===== config.mk =====
export PLATFORM = sky130hd
export DESIGN_NAME = sd_block_responder
export DESIGN_NICKNAME = d
export VERILOG_FILES = /design/src/rtl/sd_block_responder.sv
export SDC_FILE = /design/constraint.sdc
export NUM_CORES = 1
export LEC_CHECK = 0
export BUFFER_PORTS_ARGS = -buffer_cell sky130_fd_sc_hd__buf_2
export CAP_MARGIN = 10
export CORE_MARGIN = 5
export CORE_UTILIZATION = 53
export DETAILED_ROUTE_END_ITERATION = 7
export GPL_TIMING_DRIVEN = 0
export HOLD_SLACK_MARGIN = 0.15
export PLACE_DENSITY = 0.94
export SYNTH_ARGS = -nofsm -noshare
export SYNTH_HDL_FRONTEND = slang
export SYNTH_SLANG_ARGS = --single-unit

===== constraint.sdc =====
create_clock -name clk_sys -period 3 [get_ports clk_sys]
set_input_delay 0.75 -clock clk_sys [delete_from_list [all_inputs] [get_ports clk_sys]]
set_output_delay 0.75 -clock clk_sys [all_outputs]
set_load 0.05 [all_outputs]

===== src/rtl/sd_block_responder.sv =====
// sd_block_responder: services 512-byte SD sector reads/writes against a byte-addressed
// image store and reports image mounts to the core.
module sd_block_responder #(
  parameter int SECTOR_BYTES = 512
) (
  input  logic        clk_sys,
  input  logic        reset_n,
  input  logic [31:0] sd_lba,
  input  logic        sd_rd,
  input  logic        sd_wr,
  output logic        sd_ack,
  output logic [8:0]  sd_buff_addr,
  output logic [7:0]  sd_buff_dout,
  output logic        sd_buff_wr,
  input  logic [7:0]  sd_buff_din,
  input  logic        mount_req,
  input  logic [63:0] mount_size,
  input  logic        mount_ro,
  output logic        img_mounted,
  output logic [63:0] img_size,
  output logic        img_readonly,
  output logic [31:0] mem_addr,
  output logic        mem_rd,
  output logic        mem_wr,
  output logic [7:0]  mem_wdata,
  input  logic [7:0]  mem_rdata,
  input  logic        mem_ready
);
  typedef enum logic [2:0] {IDLE, RD_REQ, RD_WAIT, RD_PUT, WR_ADDR, WR_MEM, WR_WAIT, DONE} state_t;
  state_t state, state_nx;
  logic [22:0] lba;
  logic [7:0]  wdata;
  logic        in_range, wr_ok;
  logic [63:0] sector_end;
  logic        range_ok, accept, last, rd_go, wr_go;
  assign sector_end = ({32'd0, sd_lba} + 64'd1) << 9;
  assign range_ok   = sector_end <= img_size;
  assign accept     = (state == IDLE) && (sd_rd || sd_wr);
  assign last       = sd_buff_addr == 9'(SECTOR_BYTES - 1);
  assign rd_go      = (state == RD_WAIT) && (mem_ready || !in_range);
  assign wr_go      = (state == WR_WAIT) && (mem_ready || !wr_ok);
  assign sd_ack     = (state != IDLE) && (state != DONE);
  assign sd_buff_wr = state == RD_PUT;
  assign mem_rd     = (state == RD_REQ) && in_range;
  assign mem_wr     = (state == WR_MEM) && wr_ok;
  // The store samples write data in the same cycle as the mem_wr pulse.
  assign mem_wdata  = (state == WR_MEM) ? sd_buff_din : wdata;
  assign mem_addr   = {lba, sd_buff_addr};
  always_ff @(posedge clk_sys or negedge reset_n)
    if (!reset_n) state <= IDLE;
    else state <= state_nx;
  always_comb begin
    state_nx = state;
    case (state)
      IDLE:    state_nx = sd_rd ? RD_REQ : sd_wr ? WR_ADDR : IDLE;
      RD_REQ:  state_nx = RD_WAIT;
      RD_WAIT: state_nx = rd_go ? RD_PUT : RD_WAIT;
      RD_PUT:  state_nx = last ? DONE : RD_REQ;
      WR_ADDR: state_nx = WR_MEM;
      WR_MEM:  state_nx = WR_WAIT;
      WR_WAIT: state_nx = wr_go ? (last ? DONE : WR_ADDR) : WR_WAIT;
      DONE:    state_nx = (sd_rd || sd_wr) ? DONE : IDLE;
      default: state_nx = IDLE;
    endcase
  end
  // The range/read-only decision is frozen at accept so a mid-transfer mount cannot change it.
  always_ff @(posedge clk_sys or negedge reset_n)
    if (!reset_n) begin
      lba          <= '0;
      sd_buff_addr <= '0;
      sd_buff_dout <= '0;
      wdata        <= '0;
      in_range     <= 1'b0;
      wr_ok        <= 1'b0;
      img_mounted  <= 1'b0;
      img_size     <= '0;
      img_readonly <= 1'b0;
    end else begin
      img_mounted <= mount_req;
      if (mount_req) begin
        img_size     <= mount_size;
        img_readonly <= mount_ro;
      end
      if (accept) begin
        lba          <= sd_lba[22:0];
        sd_buff_addr <= '0;
        in_range     <= range_ok;
        wr_ok        <= range_ok && !img_readonly;
      end
      if (rd_go) sd_buff_dout <= in_range ? mem_rdata : 8'h00;
      if (state == WR_MEM) wdata <= sd_buff_din;
      if ((state == RD_PUT || wr_go) && !last) sd_buff_addr <= sd_buff_addr + 9'd1;
    end
endmodule

==> results of run 1 <==
[cells in the mapped netlist, types with 2 or more instances]
library cell                 n
sky130_fd_sc_hd__a31oi_1     2
sky130_fd_sc_hd__nor2_1     23
sky130_fd_sc_hd__mux2_2     40
sky130_fd_sc_hd__and2_1      2
sky130_fd_sc_hd__dfrtp_1   119
sky130_fd_sc_hd__inv_1      39
sky130_fd_sc_hd__nor3_2      2
sky130_fd_sc_hd__o21ai_0    61
sky130_fd_sc_hd__nor3_1      5
sky130_fd_sc_hd__and3_1      9
sky130_fd_sc_hd__nand4_1    14
sky130_fd_sc_hd__buf_2       5
sky130_fd_sc_hd__and4_1      4
sky130_fd_sc_hd__buf_4      11
sky130_fd_sc_hd__xor2_1     10
sky130_fd_sc_hd__nor2b_1     4
sky130_fd_sc_hd__nand2_1   147
sky130_fd_sc_hd__ha_1       36
sky130_fd_sc_hd__xnor2_1    21
sky130_fd_sc_hd__o21a_1      2
sky130_fd_sc_hd__a21oi_1    12
sky130_fd_sc_hd__nand3_1    28
sky130_fd_sc_hd__a21o_1      5
sky130_fd_sc_hd__nor4_1      8
sky130_fd_sc_hd__clkbuf_1   18
[registers in the layout (all words and copies together), names as in the netlist, 3 cells and up]
name	count
img_size	64
state	3
sd_buff_dout	8
lba	23
sd_buff_addr	9
wdata	8
[path summary, 6_finish.rpt]
path / from / end
max: sd_lba[4] / wr_ok$_DFFE_PN0P_
min in group clk_sys: mount_req / img_mounted$_DFF_PN0_
min reg2reg: lba[12]$_DFFE_PN0P_ / lba[12]$_DFFE_PN0P_
min: reset_n / sd_buff_addr[0]$_DFFE_PN0P_
max reg2reg: sd_buff_addr[0]$_DFFE_PN0P_ / sd_buff_addr[2]$_DFFE_PN0P_
max in group asynchronous: reset_n / lba[6]$_DFFE_PN0P_
[cell families after synthesis]
family,after synthesis
buffers and inverters,73
XOR/XNOR,31
AND/OR/NAND/NOR,255
flip-flops,119
AO/OA/AOI/OAI,92
adder cells (fa/ha/maj),36
multiplexers,40
[area by class of cell]
class                   instances  share of cell area (%)
clock inverters                15                   2.454
multi-input cells             454                   34.34
flip-flops and latches        119                   34.97
plain buffers                  33                   2.042
diodes                          3                 0.08816
inverters                      39                   1.719
clock buffers                  17                   4.996
well taps                     143                   2.101
repair buffers                264                   17.29
[stage by stage]
step / total power [mW] / setup TNS (ns) / cell area, um2 / cells
after floorplan: 2.336 / 0 / 6146 / 646
after global placement: 2.622 / -29.50 / 7551 / 1034
after detailed placement: 2.654 / -1.435 / 7585 / 1035
after CTS: 4.854 / 0 / 8267 / 1069
after global routing: 5.053 / -0.2342 / 8516 / 1087
final: 4.880 / 0 / 8516 / 1087
[where the power goes]
part           internal (mW)  switching (mW)
sequential              1.70          0.0587
combinational          0.290           0.632
clock                   1.46           0.743
total                   3.45            1.43
[per-layer routing]
layer	wire, um	part of all wire (%)	vias up
li1	-	-	2760
met1	7369	37	2802
met2	10000	50	313
met3	1724	8.7	62
met4	705	3.6	2
met5	7	0.035	-
[what timing repair did]
item / 4_1_cts / 5_1_grt
pin swaps: 7 / 17
endpoints found under the hold margin: 0 / 0
buffers inserted: 2 / 15
setup endpoints to repair: 2 / 2
hold buffers: 0 / 0
gates cloned: 0 / 1
resized for setup: 8 / 42
[worst max-delay path, cell delays in order]
cell and delay [ns]:
sky130_fd_sc_hd__buf_2 0.12, sky130_fd_sc_hd__and4_4 0.26, sky130_fd_sc_hd__and3_4 0.21, sky130_fd_sc_hd__buf_6 0.13
sky130_fd_sc_hd__nand2_2 0.07, sky130_fd_sc_hd__nor2_4 0.12, sky130_fd_sc_hd__nand3_2 0.09, sky130_fd_sc_hd__xnor2_1 0.14
sky130_fd_sc_hd__ha_1 0.28, sky130_fd_sc_hd__nand4_1 0.18, sky130_fd_sc_hd__nor4_4 0.31, sky130_fd_sc_hd__nand4b_1 0.22
sky130_fd_sc_hd__o2111ai_2 0.16, sky130_fd_sc_hd__o211ai_1 0.13, sky130_fd_sc_hd__nor2_1 0.11
==> metrics.log, run 1 <==
[metrics] result of the run: finished clean
[metrics] via count of the first global-routing pass: about 6000
[metrics] routability cong.: roughly 0.90
[metrics] M2 GR Usage: a little under half
[metrics] Max rail drop VDD: between 0.5 and 0.6 mV
[metrics] cell count after synthesis: roughly 650
[metrics] DRC viols: 0
[metrics] Die ar.: 13850 um2
[metrics] Die Span Y: about 120 um
[metrics] register area share after synthesis: 48.45%
[metrics] total congestion overflow after global routing: 0
[metrics] complex-gate fraction of the synthesized area: just over 8%
[metrics] CTS clock-pin slew for the worst setup and hold paths: ~0.050 ns
[metrics] unrepaired setup endpoints after global routing: true
[metrics] count of nets left with antenna violations after detail routing: 0
[metrics] H-tree Lvls: 4
[metrics] placement-stage worst setup slack: -0.7212 ns
[metrics] multiplexer fraction of the synthesized cell area: approximately 7.3%
[metrics] Hold WS: between 0.15 and 0.2 ns
[metrics] HPWL after detailed placement: roughly 14000 um
[metrics] global-route layer with the greatest usage: met2
[metrics] clock tree from TritonCTS: built
[metrics] maximum clock insertion buffer count: 2
[metrics] final layout net count: 1083
[metrics] width of the die: roughly 120 um
[metrics] vias after detailed routing: a little under 6000
[metrics] post-layout worst setup margin: just over 0.06 ns
[metrics] starting density of the core: between 50% and 60%
[metrics] number of buffers added on ports: around 250
[metrics] Synth Register Bits: ~120
[metrics] global routing usage summed across all routing layers: a little over a quarter
[metrics] leak pwr: roughly 4.5 nW
[metrics] antenna violations before repair: 3
[metrics] count of final hold-check violations: 0
[metrics] type of the setup path with the least slack: in -> reg
[metrics] wire length after detailed routing: about 20000 um
[metrics] Multi-input gate area: 2924 um2
[metrics] final-report setup violation count: 0
[metrics] share of cells above drive strength 1: between 30% and 40%
[metrics] prevailing post-synth register cell: sky130_fd_sc_hd__dfrtp_1
[metrics] average footprint of a synthesized cell: about 9.5 um2
[metrics] area of the mapped netlist: approximately 6000 um2
[metrics] Syn. warnings: 0
[metrics] largest clock skew in the final design: ~0.0065 ns
[metrics] final worst-path cycle share: a little over nine tenths
[metrics] wire length of the first global-routing pass: just over 30000 um
[metrics] largest family of logic cells by synthesized area: simple AND/OR/NAND/NOR gates
[metrics] Layout Area Growth over Synthesis: 38.56%
[metrics] later-pin clock latency in the skew report: around 0.42 ns
[metrics] xor and xnor area share after synthesis: under 10%
[metrics] top-level port count: ~250
[metrics] library cell used as clock root buffer: sky130_fd_sc_hd__clkbuf_16
[metrics] crit path capture type: flip-flop
[metrics] final core utilization: between 70% and 80%
[metrics] achievable clock frequency: ~340 MHz
[metrics] post-route minimum period: 2.939 ns
[metrics] Worst Max-Slew Pin Slew: approximately 0.67 ns
[metrics] CP max FO: 5
[metrics] GR met1 Demand/Resource: roughly a third
[metrics] Num CTS Buffers: 17
[metrics] area share of the largest cell type after synthesis: about half
[metrics] Detailed Route Iter0 Violations: 503
[metrics] sequential cell area: 2978 um2
[metrics] critical path arrival: 3.29 ns
[metrics] number of iterations in the first detailed-routing pass: 5
[metrics] number of different library cells in the post-synthesis netlist: between 40 and 50
[metrics] routed vias/inst: roughly 5.5
[metrics] launching element type of the critical path: input port
[metrics] routed length per instance: ~18 um
[metrics] fill cell instance count of the final layout: slightly below 800
[metrics] setup slack of the worst register-to-register path: slightly below 0.7 ns
[metrics] cells on worst reg2reg path: 10
[metrics] Max Cap Violations: 0
[metrics] adder-cell share of the synthesized area: roughly 7.3%
[metrics] number of sinks driven by the clock tree: around 120
[metrics] relative slew slack: 55.22%
[metrics] largest net degree at the start of global routing: approximately 100
[metrics] required arrival time at the worst endpoint: 3.35 ns
[metrics] global routing met3 resource utilization: under 10%
[metrics] leading cell types in the layout, fill and taps excluded: sky130_fd_sc_hd__buf_2 (238), sky130_fd_sc_hd__nand2_1 (145), sky130_fd_sc_hd__dfrtp_1 (119)
[metrics] fraction of the mapped netlist area in simple logic gates: 18.95%
[metrics] max-slew violations: 0
[metrics] count of flip-flops with a built-in enable after synthesis: 0
[metrics] cell taking the most area after synthesis: sky130_fd_sc_hd__dfrtp_1
[metrics] Pwr Density: around 570 nW/um2
[metrics] synth top area cells: sky130_fd_sc_hd__dfrtp_1 (48%), sky130_fd_sc_hd__nand2_1 (9.0%), sky130_fd_sc_hd__ha_1 (7.3%)
[metrics] floorplan row count: 39
[metrics] commonest non-fill, non-tap cell in the layout: sky130_fd_sc_hd__buf_2
[metrics] Async S/R FF share, synth: 100.0%
[metrics] path class of the lowest-slack min-delay path: in -> async
[metrics] Post-Synthesis Net Count: 801
[metrics] Core Area: 11370 um2
Note: power is estimated with default switching activity, not from simulation.
==> run 2: changes to the inputs <==
- ABC_AREA: default -> 1
- CORE_UTILIZATION: 53 -> 54
- PLACE_DENSITY: 0.94 -> 0.95
==> run 2 against run 1 <==
The flow now finishes with violations (DRC). Register-to-register slack better by 0.10 ns. Global-route usage down 0.21 points. Die area up 3.4%. Worst setup slack better by 0.056 ns. Combinational power rose to 3.6 times the previous value. Sequential share of layout area down 0.90 points. Critical path depth up 5. Clock-buffer cell count up 4. Synthesized area up 5.7%. Final cell count up 11%. Via count up 7.2%. Sequential cell count unchanged. Critical path type unchanged. Critical endpoint is now in_range$_DFFE_PN0P_.
==> metrics.log, run 2 <==
[metrics] Pwr Density: 844.6 nW/um2 (+47%)
[metrics] later-pin clock latency in the skew report: 0.42 ns (about the same)
[metrics] number of sinks driven by the clock tree: 119 (unchanged)
[metrics] post-route minimum period: 2.883 ns (-0.05630 ns)
[metrics] launching element type of the critical path: input port
[metrics] starting density of the core: 54.52% (+0.46 points)
[metrics] prevailing post-synth register cell: sky130_fd_sc_hd__dfrtp_1
[metrics] final worst-path cycle share: 96.10% (-1.9 points)
[metrics] Core Area: 11910 um2 (+4.8%)
[metrics] Synth Register Bits: 119 (unchanged)
[metrics] area share of the largest cell type after synthesis: 45.86% (-2.6 points)
[metrics] CP Buf/Inv Count: 3 (+1)
[metrics] type of the setup path with the least slack: in -> reg
[metrics] post-cts hold buffer count: 0 (unchanged)
[metrics] register containing the most flip-flops in the final layout: img_size
[metrics] wire length of the first global-routing pass: 30530 um (+0.48%)
[metrics] CP max FO: 4 (-1)
[metrics] count of flip-flops with a built-in enable after synthesis: 0 (unchanged)
[metrics] floorplan row count: 40 (+2.6%)
[metrics] count of final hold-check violations: 0 (unchanged)
[metrics] global routing usage summed across all routing layers: 27.00% (-0.21 points)
[metrics] Max Cap Violations: 0 (unchanged)
[metrics] Die ar.: 14320 um2 (+3.4%)
[metrics] endpoint of the most critical setup path: in_range$_DFFE_PN0P_
[metrics] global-route layer with the greatest usage: met2
[metrics] area of the mapped netlist: 6494 um2 (+5.7%)
[metrics] maximum clock insertion buffer count: 2 (unchanged)
[metrics] clock tree from TritonCTS: built
[metrics] Power Total: 7.382 mW (+51%)
[metrics] required arrival time at the worst endpoint: 3.29 ns (-0.06 ns)
[metrics] cell count after synthesis: 777 (+20%)
[metrics] HPWL after detailed placement: 14730 um (+6.3%)
[metrics] M2 GR Usage: 45.83% (+0.61 points)
[metrics] leading cell types in the layout, fill and taps excluded: sky130_fd_sc_hd__buf_2 (243), sky130_fd_sc_hd__nand2_1 (186), sky130_fd_sc_hd__dfrtp_1 (119)
[metrics] R2R Path Start: sd_buff_addr[0]$_DFFE_PN0P_
[metrics] Crit Reg-Reg Endpoint: sd_buff_addr[2]$_DFFE_PN0P_
[metrics] result of the run: complete, but fails checks
[metrics] crit path capture type: flip-flop
[metrics] most frequent cell after synthesis: sky130_fd_sc_hd__nand2_1
[metrics] failing checks: DRC
[metrics] cell taking the most area after synthesis: sky130_fd_sc_hd__dfrtp_1
[metrics] path class of the lowest-slack min-delay path: in -> async
[metrics] final instance area: 8740 um2 (+2.6%)
[metrics] CTS clock-pin slew for the worst setup and hold paths: 0.05 ns (about the same)
[metrics] Inst Count DP: 1170 (+13%)
[metrics] vias after detailed routing: 6366 (+7.2%)
[metrics] Async S/R FF share, synth: 100.0% (unchanged)
[metrics] wire length after detailed routing: 19760 um (-0.24%)
[metrics] H-tree Lvls: 4 (unchanged)
[metrics] Die Span Y: 119.7 um (+1.7%)
[metrics] DRC viols: 2 (+2)
[metrics] library cell used as clock root buffer: sky130_fd_sc_hd__clkbuf_16
[metrics] achievable clock frequency: 346.9 MHz (+2.0%)
[metrics] routed length per instance: 16.33 um (-10%)
[metrics] via count of the first global-routing pass: 6438 (+6.9%)
[metrics] Num CTS Buffers: 17 (unchanged)
[metrics] top post-synthesis cells by count: sky130_fd_sc_hd__nand2_1 (191), sky130_fd_sc_hd__dfrtp_1 (119), sky130_fd_sc_hd__inv_1 (113), sky130_fd_sc_hd__o21ai_0 (89), sky130_fd_sc_hd__nor2_1 (41)
[metrics] crit path cell chain: buf_2 -> nand2_4 -> nor3_4 -> buf_4 -> nor4b_4 -> nand2_1 -> xor2_1 -> inv_1 -> ha_4 -> nand2_2 -> nor2_4 -> nand3_2 -> nor2_4 -> nand2_1 -> nand2_1 -> nand2_1 -> nand2_1 -> nand2_2 -> nand2_1 -> o21ai_1
[metrics] number of iterations in the first detailed-routing pass: 7 (+2)
[metrics] number of buffers added on ports: 245 (unchanged)
[metrics] commonest non-fill, non-tap cell in the layout: sky130_fd_sc_hd__buf_2
[metrics] critical path's most frequent cell: sky130_fd_sc_hd__nand2_1
[metrics] synth top area cells: sky130_fd_sc_hd__dfrtp_1 (46%), sky130_fd_sc_hd__nand2_1 (11%), sky130_fd_sc_hd__ha_1 (6.9%)
[metrics] placed instance area: 7938 um2 (+4.7%)
[metrics] Max rail drop VDD: 0.4342 mV (-21%)
[metrics] global routing met3 resource utilization: 9.331% (+0.30 points)
[metrics] relative slew slack: 60.54% (+5.3 points)
[metrics] Syn. warnings: 0 (unchanged)
[metrics] Detailed Route Iter0 Violations: 534 (+6.2%)
[metrics] antenna violations before repair: 1 (-2)
[metrics] final core utilization: 73.37% (-1.5 points)
[metrics] routed vias/inst: 5.261 (-3.7%)
[metrics] top-level port count: 246 (unchanged)
[metrics] share of cells above drive strength 1: 34.46% (-4.8 points)
[metrics] Layout Area Growth over Synthesis: 34.59%
[metrics] critical path arrival: 3.18 ns (-0.11 ns)
[metrics] start point of the critical path: sd_lba[11]
[metrics] Multi-input gate area: 3080 um2 (+5.3%)
[metrics] filler-free cell count of the finished design: 1210 (+11%)
[metrics] slowest stage delay, CP: 0.28 ns (-0.03 ns)
[metrics] leak pwr: 4.746 nW (+5.3%)
[metrics] number of flip-flops under the largest register name: 64 (unchanged)
[metrics] register area share after synthesis: 45.86% (-2.6 points)
[metrics] number of different library cells in the post-synthesis netlist: 38 (-14%)
[metrics] CP top delay family: simple AND/OR/NAND/NOR gates
[metrics] GR met1 Demand/Resource: 31.55% (-0.31 points)
[metrics] Worst Max-Slew Pin Slew: 0.5919 ns (-0.07972 ns)
[metrics] total congestion overflow after global routing: 0 (unchanged)
[metrics] Post-Synthesis Net Count: 932 (+16%)
[metrics] sequential cell area: 2978 um2 (unchanged)
[metrics] largest net degree at the start of global routing: 62 (-37%)
[metrics] registers with the most flip-flops: img_size: 64 flops, lba: 23 flops, sd_buff_addr: 9 flops
[metrics] width of the die: 119.7 um (+1.7%)
[metrics] setup slack of the worst register-to-register path: 0.78 ns (+0.10 ns)
[metrics] final layout net count: 1209 (+12%)
[metrics] max-slew violations: 0 (unchanged)
[metrics] average footprint of a synthesized cell: 8.357 um2 (-12%)
[metrics] cell count along the critical path: 20 (+5)
[metrics] count of nets left with antenna violations after detail routing: 0 (unchanged)
[metrics] routability cong.: 0.9365 (+4.6%)
[metrics] placement-stage worst setup slack: -0.6011 ns (+0.1201 ns)
[metrics] post-layout worst setup margin: 0.1171 ns (+0.05630 ns)
[metrics] largest clock skew in the final design: 0.008892 ns (+0.002381 ns)
[metrics] slowest library cell on the worst path: sky130_fd_sc_hd__ha_4
[metrics] cells on worst reg2reg path: 14 (+4)
[metrics] fill cell instance count of the final layout: 860 (+8.6%)
[metrics] final-report setup violation count: 0 (unchanged)
-- run 2: changes by cell type after synthesis, moves of 5 or more --
cell,previous run,this run
sky130_fd_sc_hd__inv_2,0,9
sky130_fd_sc_hd__inv_1,39,113
sky130_fd_sc_hd__xor2_1,10,28
sky130_fd_sc_hd__xnor2_1,21,0
sky130_fd_sc_hd__and3_1,9,0
sky130_fd_sc_hd__nor2_1,23,41
sky130_fd_sc_hd__mux2_2,40,16
sky130_fd_sc_hd__nor2_4,0,5
sky130_fd_sc_hd__nand2_1,147,191
sky130_fd_sc_hd__nand4_1,14,9
sky130_fd_sc_hd__nand3_1,28,20
sky130_fd_sc_hd__nor3_1,5,13
sky130_fd_sc_hd__o21ai_0,61,89
-- run 2: per-stage QoR --
stage	hold slack, ns	setup TNS, ns
2_1_floorplan	0.4491	0
3_3_place_gp	0.4503	-32.58
3_5_place_dp	0.4624	-1.167
4_1_cts	0.3155	0
5_1_grt	0.3364	-0.05817
6_report	0.3005	0
-- run 2: final cells by class --
| type | instances | share of cell area [%] |
|---|---|---|
| repair buffers | 258 | 15.72 |
| plain buffers | 29 | 1.689 |
| flip-flops and latches | 119 | 34.07 |
| well taps | 147 | 2.105 |
| clock inverters | 6 | 0.6299 |
| clock buffers | 21 | 5.268 |
| inverters | 122 | 5.240 |
| diodes | 1 | 0.02863 |
| multi-input cells | 507 | 35.25 |
-- run 2: worst min path at each step --
stage	endpoint	slack (ns)	cells after the start
after floorplan	img_mounted$_DFF_PN0_	0.45	0
after global placement	lba[16]$_DFFE_PN0P_	0.45	2
after detailed placement	lba[19]$_DFFE_PN0P_	0.46	2
after CTS	state[0]$_DFF_PN0_	0.32	1
after global routing	state[0]$_DFF_PN0_	0.34	1
final	state[0]$_DFF_PN0_	0.30	1
-- run 2: per-layer routing --
layer	vias up	wire length [um]	part of all wire, %
met4	2	639	3.2
met1	2970	7629	39
met2	293	9795	50
met3	64	1681	8.5
li1	3037	-	-
met5	-	13	0.066
-- run 2: repair_timing --
action,4_1_cts,5_1_grt
pin swaps,6,30
setup buffers,2,10
setup endpoints to repair,2,2
gates resized for setup,14,31
-- run 2: cell families after synthesis --
family,share of synthesized area [%]
buffers and inverters,9.326
AND/OR/NAND/NOR,21.33
adder cells (fa/ha/maj),6.936
multiplexers,2.775
XOR/XNOR,4.027
flip-flops,45.86
AO/OA/AOI/OAI,9.750
-- run 2: power by group --
| part | leakage, nW | switching (mW) | internal (mW) | total [mW] |
|---|---|---|---|---|
| logic | 3.03 | 2.51 | 0.805 | 3.32 |
| registers | 1.46 | 0.233 | 2.00 | 2.24 |
| clock network | 0.260 | 0.681 | 1.15 | 1.83 |
